--- config.mk ---
export PLATFORM = sky130hd
export DESIGN_NAME = sram_port_arbiter
export DESIGN_NICKNAME = d
export VERILOG_FILES = /design/src/rtl/sram_port_arbiter.sv
export SDC_FILE = /design/constraint.sdc
export NUM_CORES = 1
export LEC_CHECK = 0
export BUFFER_PORTS_ARGS = -buffer_cell sky130_fd_sc_hd__buf_2
export CAP_MARGIN = 0
export CORE_AREA = 2 2 286 288
export DETAILED_ROUTE_END_ITERATION = 6
export DIE_AREA = 0 0 288 290
export GPL_ROUTABILITY_DRIVEN = 1
export PLACE_DENSITY_LB_ADDON = 0.25
export SETUP_SLACK_MARGIN = 0.05
export SLEW_MARGIN = 30
export SYNTH_ARGS = -nofsm -noshare
export SYNTH_HDL_FRONTEND = slang
export SYNTH_SLANG_ARGS = --single-unit
--- constraint.sdc ---
create_clock -name clock -period 4.4 [get_ports clock]
set_input_delay 1.32 -clock clock [delete_from_list [all_inputs] [get_ports clock]]
set_output_delay 1.32 -clock clock [all_outputs]
set_load 0.03 [all_outputs]
--- src/rtl/sram_port_arbiter.sv ---
// Two-requester round-robin front end for a 1-cycle-latency single-port SRAM.
// Zero-fills the array after reset, then arbitrates A/B onto the macro port.
module sram_port_arbiter #(
  parameter int ADDR_W        = 10,
  parameter int DATA_W        = 128,
  parameter int MASK_W        = 16,
  parameter int INIT_ON_RESET = 1
) (
  input  logic              clock,
  input  logic              reset,
  input  logic              a_req_valid,
  output logic              a_req_ready,
  input  logic              a_req_write,
  input  logic [ADDR_W-1:0] a_req_addr,
  input  logic [MASK_W-1:0] a_req_wmask,
  input  logic [DATA_W-1:0] a_req_wdata,
  input  logic              b_req_valid,
  output logic              b_req_ready,
  input  logic              b_req_write,
  input  logic [ADDR_W-1:0] b_req_addr,
  input  logic [MASK_W-1:0] b_req_wmask,
  input  logic [DATA_W-1:0] b_req_wdata,
  output logic              a_resp_valid,
  output logic              b_resp_valid,
  output logic [DATA_W-1:0] resp_rdata,
  output logic              init_done,
  output logic              sram_en,
  output logic              sram_wmode,
  output logic [ADDR_W-1:0] sram_addr,
  output logic [MASK_W-1:0] sram_wmask,
  output logic [DATA_W-1:0] sram_wdata,
  input  logic [DATA_W-1:0] sram_rdata
);

  typedef enum logic {INIT, RUN} state_e;

  state_e            state_q, state_d;
  logic [ADDR_W-1:0] cnt_q, cnt_d;
  logic              rr_q, rr_d;
  logic              a_rv_q, a_rv_d;
  logic              b_rv_q, b_rv_d;
  logic              a_win, b_win;

  always_ff @(posedge clock or negedge reset) begin
    if (!reset) begin
      state_q <= INIT;
      cnt_q   <= '0;
      rr_q    <= 1'b0;
      a_rv_q  <= 1'b0;
      b_rv_q  <= 1'b0;
    end else begin
      state_q <= state_d;
      cnt_q   <= cnt_d;
      rr_q    <= rr_d;
      a_rv_q  <= a_rv_d;
      b_rv_q  <= b_rv_d;
    end
  end

  // rr_q: 0 favours A, 1 favours B when both are valid
  always_comb begin
    state_d     = state_q;
    cnt_d       = cnt_q;
    rr_d        = rr_q;
    a_win       = 1'b0;
    b_win       = 1'b0;
    sram_en     = 1'b0;
    sram_wmode  = 1'b0;
    sram_addr   = '0;
    sram_wmask  = '0;
    sram_wdata  = '0;
    unique case (state_q)
      INIT: begin
        if (INIT_ON_RESET != 0) begin
          sram_en    = 1'b1;
          sram_wmode = 1'b1;
          sram_addr  = cnt_q;
          sram_wmask = '1;
          cnt_d      = cnt_q + 1'b1;
          if (cnt_q == '1) state_d = RUN;
        end else begin
          state_d = RUN;
        end
      end
      RUN: begin
        a_win = a_req_valid & (~b_req_valid | ~rr_q);
        b_win = b_req_valid & (~a_req_valid | rr_q);
        if (a_win) begin
          rr_d       = 1'b1;
          sram_en    = 1'b1;
          sram_wmode = a_req_write;
          sram_addr  = a_req_addr;
          if (a_req_write) begin
            sram_wmask = a_req_wmask;
            sram_wdata = a_req_wdata;
          end
        end else if (b_win) begin
          rr_d       = 1'b0;
          sram_en    = 1'b1;
          sram_wmode = b_req_write;
          sram_addr  = b_req_addr;
          if (b_req_write) begin
            sram_wmask = b_req_wmask;
            sram_wdata = b_req_wdata;
          end
        end
      end
      default: state_d = INIT;
    endcase
    a_rv_d = a_win & ~a_req_write;
    b_rv_d = b_win & ~b_req_write;
  end

  assign a_req_ready  = a_win;
  assign b_req_ready  = b_win;
  assign a_resp_valid = a_rv_q;
  assign b_resp_valid = b_rv_q;
  assign resp_rdata   = sram_rdata;
  assign init_done    = (state_q == RUN);

endmodule

### After elaboration in Yosys (flattened, before gate mapping)

Cells that the tools add are included.

* bits in registers: 14
* bits in latches: 0
* bits in writable memories: 0
* memory bits (read-only): 0
* input port bits: 442
* output and inout bits: 289
* word-level logic and storage cells: 46
* memories: 0

* add/subtract/negate cells: 1
* multiply operators: 0
* div/mod/pow operators: 0
* $lt $le $gt $ge: 0
* equality and inequality tests: 1
* shifts and indexed selects: 0
* mux-type cells: 25
* bitwise gates (word level): 12
* reduce and logical (&&, ||, !) cells: 2

Operators with widths (number)
* 128-bit 2-to-1 mux: 5
* 16-bit 2-to-1 mux: 4
* 16-bit case mux with 2 select lines: 1
* 10-bit 2-to-1 mux: 2
* 10-bit case mux with 2 select lines: 1
* 10-bit by 1-bit adder with 10-bit output (second input constant): 1
* 10-bit == test (second input constant): 1
* 1-bit 2-to-1 mux: 10
* 1-bit NOT: 6
* 1-bit AND: 4
* 1-bit case mux with 2 select lines: 2
* 1-bit bitwise OR: 2
* 2-bit AND reduction: 1
* 2-bit nonzero test: 1

### Depth between registers and ports, before layout

Gate-level depths: netlist (run 1).

* depth after elaboration: 6
* depth in mapped cells: 6
* gate-level depth less buffers: 4

### Worst setup path after synthesis (run 1)

Ideal clock, no wire load.

* kind: input to output
* start: in a_req_write
* end: out sram_wdata[123]
* arrival time: 2450 ps
* required time: 3080 ps
* setup slack: 630 ps
* stages on the path: 4
* buffers on the path: 2
* cell sequence: clkbuf_1 clkbuf_1 nand3_1 a21oi_1

* cells in the longest elaborated chain, start to end: 3

RTL lines
* start, declared: line 13 `input logic a_req_write,`
* 128-bit 2-to-1 mux: line 93 `if (a_req_write) begin`
* 128-bit 2-to-1 mux: line 88 `if (a_win) begin`
* 128-bit 2-to-1 mux: line 72 `unique case (state_q)`
* end, declared: line 31 `output logic [DATA_W-1:0] sram_wdata,`

No other way between the ends.

### Worst setup path after layout (run 1)

* start: in b_req_valid
* end: out sram_wdata[66]

* cells in the longest elaborated chain, start to end: 5
* elaborated cells on any way between the ends: 7
* those cells by class: mux (3); bitwise (4)

RTL lines
* start, declared: line 17 `input logic b_req_valid,`
* 1-bit NOT: line 86 `a_win = a_req_valid & (~b_req_valid | ~rr_q);`
* 1-bit bitwise OR: line 86
* 1-bit AND: line 86
* 128-bit 2-to-1 mux *: line 88
* 128-bit 2-to-1 mux *: line 72

Every way passes the cells marked *; elsewhere a longest branch is shown, timed or not.

==> flow_metrics.py, run 1 <==
metrics = {
    "clock_tree": {
        "hold_buffers": 0,
        "cts.repair.resized": 0,
        "cts_tree": "built",
        "cts.sinks": 14,
        "htreeDepth": 1,
        "clkTransAtPathRegs_ps": 40,
        "clock_latency_ps": 240,
        "cts_setup_buffers": 0,
        "numCtsBuffers": 3,
        "cts_root_buf": "clkbuf_16",
        "clk_path_buf_depth": 2,
    },
    "worst_setup_path": {
        "required_ps": 3080,
        "crit_chain": "buf_2, and2_4, buf_12, buf_12, nand3_1, a21oi_1, buf_2",
        "critPathMaxStageDelay_ps": 260,
        "endpoint": "sram_wdata[66]",
        "crit_slowest_cell": "and2_4",
        "reg2reg_slack_ps": 2720,
        "startpoint": "b_req_valid",
        "r2r_end": "cnt_q[8]",
        "path_max_fanout": 31,
        "start_kind": "input pin",
        "cp_top_family": "buffers and inverters",
        "critical_path_depth": 7,
        "worstPathArrival_ps": 2800,
        "cp-end-kind": "output port",
        "r2r-start": "init_done",
        "reg2regPathDepth": 4,
        "crit_type": "input pin to output port",
        "critPathBufInv": 4,
    },
    "floorplanning": {
        "placementRows": 104,
        "dieArea_um2": 83500,
        "fp.coreArea_um2": 80200,
        "die_height_um": 290,
        "num_io_pins": 731,
        "die_w_um": 288,
        "start_util": 0.0575,
    },
    "grt": {
        "grt_pass1_vias": 6603,
        "antenna_found_initial": 15,
        "grt_start_max_net_pins": 72,
        "track_usage": 0.0668,
        "grt_pass1_wl_um": 41900,
        "grt_overflow": 0,
    },
    "yosys": {
        "synthCells": 716,
        "synth_nets": 1159,
        "synthTopCellsByArea": "nand3_1, buf_4, a21oi_1, dfrtp_1, nand3_2",
        "yosysTopAreaCellShare": 0.300,
        "avgSynthCellArea_um2": 6.43,
        "synth_top_area_cell": "nand3_1",
        "yosys_warnings": 0,
        "seq_area_frac_synth": 0.0760,
        "ys_seq_elements": 14,
        "synth-edff-count": 0,
        "ys.flop_type": "dfrtp_1",
        "synthArstFlopShare": 1.00,
        "syn_area_um2": 4610,
        "synth_cell_type_count": 33,
    },
    "placement": {
        "place_area_um2": 7300,
        "detailed_place_hpwl_um": 26500,
        "gp_congestion": 0.794,
        "placed_cells": 2072,
        "numPortBuffers": 474,
    },
    "timing": {
        "fin_crit_ps": 4120,
        "max_freq_mhz": 243,
        "tns_ps": 0,
        "relSlewSlack": 0.597,
        "setup_violations": 0,
        "fin_skew_ps": 1.89,
        "maxSlewViolCount": 0,
        "tightest_slew_ps": 605,
        "rsz0062_at_grt": "false",
        "fin_crit_sh": 0.937,
        "hold_violations": 0,
    },
    "power": {
        "finalPower_uw": 646,
        "power.density_nw_per_um2": 87.5,
        "vdd_drop_max_mv": 0.0845,
        "static-leakage-power_uw": 0.00302,
    },
    "hold_path": {
        "hold_path_class": "flop to flop",
    },
    "detailed_routing": {
        "dr.pass1.iters": 5,
        "wl_um": 31100,
        "drc_errors": 0,
        "drt_iter0_markers": 217,
        "vias": 6670,
        "ant_nets": 0,
        "viasPerCell": 3.20,
        "routedWlPerCell_um": 14.9,
    },
    "finish": {
        "stdcell_count": 2082,
        "fin_util": 0.0922,
        "design_area_um2": 7390,
        "drive_above_1_share": 0.567,
        "nets": 1460,
        "area_growth_pct": 60.4,
    },
    "run": {
        "maxCapViolations": 0,
    },
    "status": {
        "status": "complete, no violations",
    },
}
[layout make-up]
cell class,count,area [um2]
clock buffer,3,75.1
sequential,14,350
fill,9536,72800
timing repair buffer,507,2750
inverter,3,16.3
multi-input combinational,488,2860
antenna,7,17.5
tap,1060,1330
[synth_stat cells, drive strengths merged (2+ instances only)]
library cell,number
xnor2,6
a21oi,129
and3,8
clkbuf,26
nand4,2
nand3,306
xor2,3
buf,185
dfrtp,14
a221o,10
nor2,4
nor2b,2
inv,3
nand2,4
and2,2
[per-stage QoR]
| stage | setup WS [ps] | hold slack [ps] |
|---|---|---|
| 2_1_floorplan | 630 | 464 |
| 3_3_place_gp | 197 | 508 |
| 3_5_place_dp | 190 | 506 |
| 4_1_cts | 184 | 513 |
| 5_1_grt | 130 | 527 |
| 6_report | 279 | 504 |
[worst min path at each step]
| stage | cells past startpoint | end | slack (ps) | start |
|---|---|---|---|---|
| final | 1 | cnt_q[8] | 500 | cnt_q[8] |
| after global routing | 1 | cnt_q[8] | 530 | cnt_q[8] |
| after CTS | 1 | cnt_q[8] | 510 | cnt_q[8] |
| after detailed placement | 1 | cnt_q[8] | 510 | cnt_q[8] |
| after global placement | 1 | cnt_q[6] | 510 | cnt_q[6] |
| after floorplan | 1 | cnt_q[9] | 460 | cnt_q[9] |
[power breakdown]
| part | leakage [uW] | switching (uW) | internal, uW | total (uW) |
|---|---|---|---|---|
| clock | 0.0000370 | 47.6 | 118 | 166 |
| sequential | 0.000181 | 0 | 129 | 129 |
| combinational | 0.00281 | 193 | 158 | 351 |
| total | 0.00302 | 241 | 406 | 646 |
[registers in the layout, indices dropped and copies added, names as in the netlist]
signal and cells:
init_done 1, rr_q 1, b_resp_valid 1, a_resp_valid 1, cnt_q 10
[per-layer routing]
metal / GRT usage / part of all wire / vias to the layer above
li1: - / - / 3044
met1: 0.0678 / 0.35 / 3066
met2: 0.126 / 0.50 / 454
met3: 0.0151 / 0.095 / 100
met4: 0.0340 / 0.046 / 6
met5: 0 / 0.0012 / -
[layout by cell type, fill, tap and decap left out, types with 2 or more instances in the layout]
cell	Yosys	final
buf_2	38	473
nand3_1	276	276
a21oi_1	99	99
nand3_2	30	30
a21oi_2	30	30
buf_4	139	24
dfrtp_1	14	14
a221o_1	10	10
buf_12	0	10
and3_1	8	8
diode_2	0	7
xnor2_1	6	6
nor2_1	4	4
nand2_1	4	4
xor2_1	3	3
clkbuf_16	0	3
nor2b_1	2	2
nand4_1	2	2
[worst reg2reg max path, delay by kind of cell, from the launching register on]
| family | cells | cell delay, ps |
|---|---|---|
| xor gates and xnor gates | 1 | 130 |
| DFF | 1 | 460 |
| and+or+nand+nor | 2 | 680 |
| buffers and inverters | 1 | 300 |
[cells by family after synthesis]
logic type	share of synthesized area
adder cells (fa/ha/maj)	0.00272
multiplexers	0.00244
flip-flops	0.0760
buffers and inverters	0.308
XOR/XNOR	0.0171
AND/OR/NAND/NOR	0.400
AO/OA/AOI/OAI	0.194
Power figures use the tool's default switching activity.
==> run 2, diff against run 1 <==
- CTS_CLUSTER_DIAMETER: unset -> 120
- PLACE_DENSITY: unset -> 0.3
- PLACE_DENSITY_LB_ADDON: 0.25 -> unset
- SKIP_LAST_GASP: unset -> 1
==> run 2 against run 1 <==
Effect of this change:
- non-clock buffer count unchanged
- worst hold slack improved by 4.5 ps
- combinational power about the same
- highest routed layer unchanged
- first-iteration DRC count increased by 16%
- die area unchanged
- critical path type unchanged
- final cell count about the same
- clock skew increased by 2.5 ps
- sequential cell count unchanged
- maximum frequency decreased by 0.80%
- utilization about the same
==> flow_metrics.py, run 2 (same netlist as run 1, synthesis figures left out) <==
metrics = {
    "floorplanning": {
        "start_util": 0.0575,
        "die_w_um": 288,
        "die_height_um": 290,
        "placementRows": 104,
        "num_io_pins": 731,
        "fp.coreArea_um2": 80200,
        "dieArea_um2": 83500,
    },
    "clock_tree": {
        "cts.sinks": 14,
        "cts_root_buf": "clkbuf_16",
        "clock_latency_ps": 250,
        "cts_tree": "built",
        "cts_setup_buffers": 0,
        "cts.repair.resized": 0,
        "htreeDepth": 1,
        "clkTransAtPathRegs_ps": 50,
        "clk_path_buf_depth": 2,
        "numCtsBuffers": 3,
        "hold_buffers": 0,
    },
    "timing": {
        "maxSlewViolCount": 0,
        "setup_violations": 0,
        "fin_crit_ps": 4150,
        "rsz0062_at_grt": "false",
        "fin_crit_sh": 0.944,
        "hold_violations": 0,
        "relSlewSlack": 0.598,
        "max_freq_mhz": 241,
        "fin_skew_ps": 4.40,
        "tightest_slew_ps": 602,
        "tns_ps": 0,
    },
    "detailed_routing": {
        "ant_nets": 0,
        "wl_um": 33600,
        "vias": 6691,
        "drc_errors": 0,
        "routedWlPerCell_um": 16.1,
        "drt_iter0_markers": 252,
        "viasPerCell": 3.21,
        "dr.pass1.iters": 4,
    },
    "grt": {
        "use_met1": 0.0833,
        "grt_use_met3": 0.0154,
        "grt_busiest_layer": "met2",
        "grt_pass1_wl_um": 46000,
        "grt_start_max_net_pins": 74,
        "antenna_found_initial": 19,
        "track_usage": 0.0743,
        "grt_overflow": 0,
        "grtUsageMet2": 0.133,
        "grt_pass1_vias": 6811,
    },
    "placement": {
        "gp_congestion": 0.821,
        "placed_cells": 2072,
        "place_area_um2": 7320,
        "detailed_place_hpwl_um": 29300,
        "numPortBuffers": 474,
    },
    "finish": {
        "nets": 1460,
        "stdcell_count": 2083,
        "drive_above_1_share": 0.568,
        "final_common_cell": "buf_2",
        "final_cell_mix": "buf_2, nand3_1, a21oi_1, nand3_2, a21oi_2",
        "design_area_um2": 7420,
        "largest_register": "cnt_q",
        "fill_cells": 9579,
        "area_growth_pct": 61.2,
        "seq_area_um2": 350,
        "multiInputGateArea_um2": 2860,
        "largest_reg_flops": 10,
    },
    "hold_path": {
        "hold_path_class": "flop to flop",
        "holdPathStages": 1,
    },
    "run": {
        "maxCapViolations": 0,
    },
    "worst_setup_path": {
        "reg2regPathDepth": 4,
        "start_kind": "input pin",
        "cp-end-kind": "output port",
        "crit_type": "input pin to output port",
        "required_ps": 3080,
        "path_max_fanout": 60,
        "reg2reg_slack_ps": 2640,
        "worstPathArrival_ps": 2830,
    },
    "power": {
        "power.density_nw_per_um2": 90.5,
        "static-leakage-power_uw": 0.00303,
        "vdd_drop_max_mv": 0.112,
    },
    "status": {
        "status": "complete, no violations",
    },
}
## run 2: area by class of cell
cell class / instances / area share
tap: 1060 / 0.179
sequential: 14 / 0.0472
inverter: 3 / 0.00219
multi-input combinational: 488 / 0.385
timing repair buffer: 507 / 0.373
antenna: 7 / 0.00236
clock buffer: 4 / 0.0120
## run 2: worst paths after layout
path | from | endpoint
max in group asynchronous | reset | init_done
worst max-delay path | a_req_valid | sram_wdata[57]
min in group asynchronous | reset | cnt_q[9]
worst min-delay path | cnt_q[8] | cnt_q[8]
worst max register to register | init_done | cnt_q[9]
worst min register to register | cnt_q[8] | cnt_q[8]
## run 2: critical path, cell delays in order
cell,delay [ps]
buf_2,140
a21boi_4,260
buf_12,240
nand3_1,120
a21oi_1,320
buf_2,290
## run 2: power breakdown
group          switching [uW]  internal [uW]
Clock                    56.7            138
Combinational             191            157
Sequential                  0            129
## run 2: stage by stage
stage          total power [uW]  setup slack (ps)  hold slack (ps)  utilization
5_1_grt                     717               117              542       0.0926
2_1_floorplan               490               630              464            -
4_1_cts                     679               169              519       0.0924
3_3_place_gp                487               202              507       0.0913
6_report                    672               246              508       0.0926
3_5_place_dp                482               173              511       0.0913
## run 2: per-layer routing
metal / wire (um) / vias up
met5: 41 / -
met4: 1700 / 6
met3: 2900 / 104
met2: 16000 / 444
met1: 13000 / 3093
li1: - / 3044
